### src/rtl/led_matrix_scanner.sv
// Row-multiplexed 8x8 RGB LED matrix driver with 4-bit PWM per channel.
// A shadow copy of the frame is taken once per scan so the image never tears.
module led_matrix_scanner #(
    parameter int TICK_DIV    = 100,
    parameter int BLANK_TICKS = 1
) (
    input  logic       CLK100MHZ,
    input  logic       CPU_RESETN,
    input  logic [3:0] reds   [63:0],
    input  logic [3:0] greens [63:0],
    input  logic [3:0] blues  [63:0],
    output logic [7:0] row_sel,
    output logic [7:0] col_r,
    output logic [7:0] col_g,
    output logic [7:0] col_b,
    output logic       frame_sync
);

    localparam int TW = (TICK_DIV > 1) ? $clog2(TICK_DIV) : 1;
    localparam int BW = (BLANK_TICKS > 1) ? $clog2(BLANK_TICKS) : 1;
    localparam logic [TW-1:0] TICK_LAST  = TW'(TICK_DIV - 1);
    localparam logic [BW-1:0] BLANK_LAST = BW'(BLANK_TICKS - 1);

    typedef enum logic [1:0] {
        S_LOAD,
        S_BLANK,
        S_DRIVE
    } state_t;

    state_t        r_state;
    state_t        w_state_nxt;
    logic [TW-1:0] r_cnt;
    logic [TW-1:0] w_cnt_nxt;
    logic [BW-1:0] r_bcnt;
    logic [BW-1:0] w_bcnt_nxt;
    logic [3:0]    r_pwm;
    logic [3:0]    w_pwm_nxt;
    logic [2:0]    r_row;
    logic [2:0]    w_row_nxt;
    logic          w_tick;
    logic          w_load;

    logic [3:0]    r_red [63:0];
    logic [3:0]    r_grn [63:0];
    logic [3:0]    r_blu [63:0];

    logic [7:0]    w_row_sel;
    logic [7:0]    w_col_r;
    logic [7:0]    w_col_g;
    logic [7:0]    w_col_b;

    assign w_tick = (r_cnt == TICK_LAST);

    always_ff @(posedge CLK100MHZ or negedge CPU_RESETN) begin
        if (!CPU_RESETN) begin
            r_state <= S_LOAD;
        end else begin
            r_state <= w_state_nxt;
        end
    end

    always_comb begin
        w_state_nxt = r_state;
        w_cnt_nxt   = w_tick ? '0 : r_cnt + TW'(1);
        w_bcnt_nxt  = r_bcnt;
        w_pwm_nxt   = r_pwm;
        w_row_nxt   = r_row;
        w_load      = 1'b0;
        unique case (r_state)
            S_LOAD: begin
                w_load      = 1'b1;
                w_row_nxt   = '0;
                w_bcnt_nxt  = '0;
                w_cnt_nxt   = '0;
                w_state_nxt = S_BLANK;
            end
            S_BLANK: begin
                if (w_tick) begin
                    if (r_bcnt == BLANK_LAST) begin
                        w_bcnt_nxt  = '0;
                        w_pwm_nxt   = '0;
                        w_state_nxt = S_DRIVE;
                    end else begin
                        w_bcnt_nxt = r_bcnt + BW'(1);
                    end
                end
            end
            S_DRIVE: begin
                if (w_tick) begin
                    if (r_pwm == 4'hf) begin
                        if (r_row == 3'd7) begin
                            w_state_nxt = S_LOAD;
                        end else begin
                            w_row_nxt   = r_row + 3'd1;
                            w_bcnt_nxt  = '0;
                            w_state_nxt = S_BLANK;
                        end
                    end else begin
                        w_pwm_nxt = r_pwm + 4'd1;
                    end
                end
            end
            default: begin
                w_cnt_nxt   = '0;
                w_state_nxt = S_LOAD;
            end
        endcase
    end

    always_ff @(posedge CLK100MHZ or negedge CPU_RESETN) begin
        if (!CPU_RESETN) begin
            r_cnt  <= '0;
            r_bcnt <= '0;
            r_pwm  <= '0;
            r_row  <= '0;
        end else begin
            r_cnt  <= w_cnt_nxt;
            r_bcnt <= w_bcnt_nxt;
            r_pwm  <= w_pwm_nxt;
            r_row  <= w_row_nxt;
        end
    end

    always_ff @(posedge CLK100MHZ or negedge CPU_RESETN) begin
        if (!CPU_RESETN) begin
            for (int i = 0; i < 64; i++) begin
                r_red[i] <= '0;
                r_grn[i] <= '0;
                r_blu[i] <= '0;
            end
        end else if (w_load) begin
            for (int i = 0; i < 64; i++) begin
                r_red[i] <= reds[i];
                r_grn[i] <= greens[i];
                r_blu[i] <= blues[i];
            end
        end
    end

    // Columns are lit only while a row is driven; pwm counts 0..15 per row.
    always_comb begin
        w_row_sel = '0;
        w_col_r   = '0;
        w_col_g   = '0;
        w_col_b   = '0;
        if (r_state == S_DRIVE) begin
            w_row_sel = 8'b1 << r_row;
            for (int c = 0; c < 8; c++) begin
                w_col_r[c] = r_red[{r_row, 3'(c)}] > r_pwm;
                w_col_g[c] = r_grn[{r_row, 3'(c)}] > r_pwm;
                w_col_b[c] = r_blu[{r_row, 3'(c)}] > r_pwm;
            end
        end
    end

    assign row_sel = w_row_sel;
    assign col_r   = w_col_r;
    assign col_g   = w_col_g;
    assign col_b   = w_col_b;

    // Reset parks the FSM in LOAD; keep the strobe quiet until reset lets go.
    assign frame_sync = (r_state == S_LOAD) & CPU_RESETN;

endmodule

### config.mk
export PLATFORM = sky130hd
export DESIGN_NAME = led_matrix_scanner
export DESIGN_NICKNAME = d
export VERILOG_FILES = /design/src/rtl/led_matrix_scanner.sv
export SDC_FILE = /design/constraint.sdc
export NUM_CORES = 2
export LEC_CHECK = 0
export CELL_PAD_IN_SITES_DETAIL_PLACEMENT = 0
export CELL_PAD_IN_SITES_GLOBAL_PLACEMENT = 2
export CORE_MARGIN = 2
export CORE_UTILIZATION = 30
export DETAILED_ROUTE_END_ITERATION = 12
export PLACE_DENSITY_LB_ADDON = 0.1
export SYNTH_ARGS = -nofsm -noshare
export SYNTH_HDL_FRONTEND = slang
export SYNTH_SLANG_ARGS = --single-unit
### constraint.sdc
create_clock -name CLK100MHZ -period 7.5 [get_ports CLK100MHZ]
set_input_delay 0.75 -clock CLK100MHZ [delete_from_list [all_inputs] [get_ports CLK100MHZ]]
set_output_delay 0.75 -clock CLK100MHZ [all_outputs]
set_load 0.05 [all_outputs]
==> impl_metrics.toml <==
[synth]
synthCells = 2490
yosysTopAreaCellShare = 0.5286
synth_cell_types = 37
async_flop_share = 1.000
synthesis.area_um2 = 37110
yosys_warnings = 0
synth_flop_cell = "dfrtp_1"
synth-seq-cells = 784
avgSynthCellArea_um2 = 14.91
yosysMostFrequentCell = "dfrtp_1"
synth_commonest_cells = "784 x dfrtp_1, 768 x mux2_2, 238 x nand2_1, 192 x mux4_2, 108 x ha_1"
ys_top_cells_by_area = "dfrtp_1 53%, mux2_2 23%, mux4_2 12%"
syn_nets = 3368
synth_edf_count = 0
synth_top_area_cell = "dfrtp_1"
seq_area_frac_synth = 0.5286

[sta]
slew_headroom = 0.2194
finalSetupTns_ns = 0
setup-violations-final = 0
fin_skew_ns = 0.01454
timing.fmax_ghz = 0.1810
period_needed_ns = 5.525
rsz0062_at_grt = "no"
tightest_slew_ns = 1.171
slew_violations = 0
fin_crit_sh = 0.7366
hold_viol = 0

[global_routing]
antenna_found_initial = 100
track_usage = 0.1987
grt_max_degree = 182
grt-ovfl-total = 0
grt_pass1_wl_um = 184000
grt_pass1_vias = 27130

[detailed_routing]
via_per_inst = 4.813
routed_wl_um = 126600
drtPass1Iterations = 5
wl_per_cell_um = 25.21
dr_total_vias = 24170
drt-initial-drc-count = 856
post-route-drc-count = 0
postRouteAntennaNets = 0

[die]
start_util = 0.3014
std_cell_rows = 129
die-area_um2 = 126500
ioPinCount = 803
die-width_um = 355.7
core_area_um2 = 123200
dieHeight_um = 355.7

[layout]
fin_cells = 5021
fill_cells = 11370
nets = 4151
stdcell_area_um2 = 50110
area_growth_pct = 35.00
drive_gt1_frac = 0.3488

[clocking]
cts_resized = 0
cts_buffer_depth = 3
cts_max_level = 3
tritoncts = "done"
cts_sinks = 784
cts_root_buffer = "clkbuf_16"
path_clk_slew_ns = 0.06
cts_buffers = 96
clk_latency_ns = 0.67
post_cts_buffers = 0

[critical_path]
worst-r2r-setup-slack_ns = 3.90
start_kind = "flop"
reg2reg_to = "r_blu[208]"
reg2regPathDepth = 5
cp_max_fo = 38
required_ns = 6.75
critPathKind = "flop to output port"
r2r_start = "r_state[0]"
critPathArrivalTime_ns = 4.77
crit_path_end_kind = "output port"

[worst_hold_path]
holdPathStages = 1
whs_endpoint = "r_blu[201]"
worstHoldStart = "r_blu[201]"
hold_path.class = "flop to flop"

[power_and_ir_drop]
ir_drop_mv = 0.1725
p_total_mw = 10.06
power.density_nw_per_um2 = 200.8
power_leakage_nw = 19.89

[placement]
place_hpwl_um = 91390
portBuffers = 802
gp_congestion = 0.8109
placed_area_um2 = 46880
place_inst = 4811

[status]
status = "completed"

[job]
max_cap_violations = 0
==> worst max-delay path by stage <==
stage,depth (start not counted),start,slack (ns),endpoint
global placement,11,r_row[0],2.52,col_b[2]
CTS,11,r_row[0],1.80,col_b[2]
floorplan,11,r_row[0],3.87,col_g[5]
finish,11,r_row[0],1.98,col_b[3]
global route,11,r_row[0],1.60,col_b[3]
detailed placement,11,r_row[0],2.57,col_b[2]
==> where the power goes <==
part	leakage [nW]	internal, mW	switching [mW]	total (mW)
Sequential	9.15	4.44	0.110	4.55
Combinational	9.18	0.607	0.271	0.878
Clock	1.55	2.76	1.87	4.63
Total	19.9	7.81	2.25	10.1
==> critical path, cell delays in order, from the launching register on <==
cell and delay [ns]:
dfrtp_4 0.99, buf_12 0.34, buf_4 0.35, mux4_2 0.54
nand2_1 0.08, nand2_1 0.07, ha_1 0.28, nor2b_1 0.13
o21a_1 0.11, o21ai_0 0.07, a21oi_1 0.15, clkdlybuf4s50_1 0.88
==> stage by stage <==
stage / utilization / hold WS [ns] / worst slack [ns]
2_1_floorplan: - / 0.4544 / 3.867
3_3_place_gp: 0.3807 / 0.4829 / 2.519
3_5_place_dp: 0.3807 / 0.4901 / 2.567
4_1_cts: 0.4060 / 0.5024 / 1.804
5_1_grt: 0.4067 / 0.5092 / 1.600
6_report: 0.4069 / 0.4993 / 1.976
==> logic make-up after synthesis <==
kind of cell	Yosys count	share of synthesized area
AOI/OAI and AO/OA	89	0.01480
xor gates and xnor gates	5	0.001180
adders and majority gates	108	0.03641
buffers and inverters	194	0.02437
DFF	784	0.5286
muxes	985	0.3564
and+or+nand+nor	325	0.03823
==> placed cells by master (no fill, tap or decap), types with 4 or more instances in the layout <==
cell and instances:
clkinv_2 21, mux2_2 768, nand2_1 238, nand4_1 21, and3_1 5, clkbuf_1 20, inv_1 36, o21ai_0 24
dfrtp_1 780, bufinv_16 4, mux4_2 192, nand3_1 17, diode_2 41, o22ai_1 6, buf_4 26, clkdlybuf4s50_1 801
o21a_1 20, buf_12 10, o221a_2 5, mux2i_1 24, and2_1 6, nor2_1 8, clkbuf_8 19, a21oi_1 30
xor2_1 4, ha_1 106, clkbuf_16 101, nor2b_1 20
==> sequential cells by signal (all words and copies together) (netlist names) <==
signal   flops
r_grn      256
r_blu      256
r_state      2
r_row        3
r_red      256
r_cnt        7
r_pwm        4
==> cell type report <==
cell class              instances  area [um^2]  share of cell area
diodes                         41        102.6            0.002048
clock buffers                 140         2864             0.05716
clock inverters                28        250.2            0.004994
inverters                      40        155.1            0.003096
multi-input cells            1512        16620              0.3316
flip-flops and latches        784        19630              0.3918
well taps                    1637         2048             0.04088
repair buffers                839         8438              0.1684
==> per-layer routing <==
layer | up-vias | wire length, um | GRT usage
li1 | 10770 | - | -
met2 | 625 | 65720 | 0.3481
met1 | 12370 | 46670 | 0.2183
met4 | 104 | 4197 | 0.07755
met3 | 301 | 9331 | 0.07222
met5 | - | 683 | 0
==> what timing repair did <==
item	CTS	global route
endpoints found under the hold margin	41	0
hold buffers	1	0
setup endpoints to repair	0	0
Power figures use the tool's default switching activity.
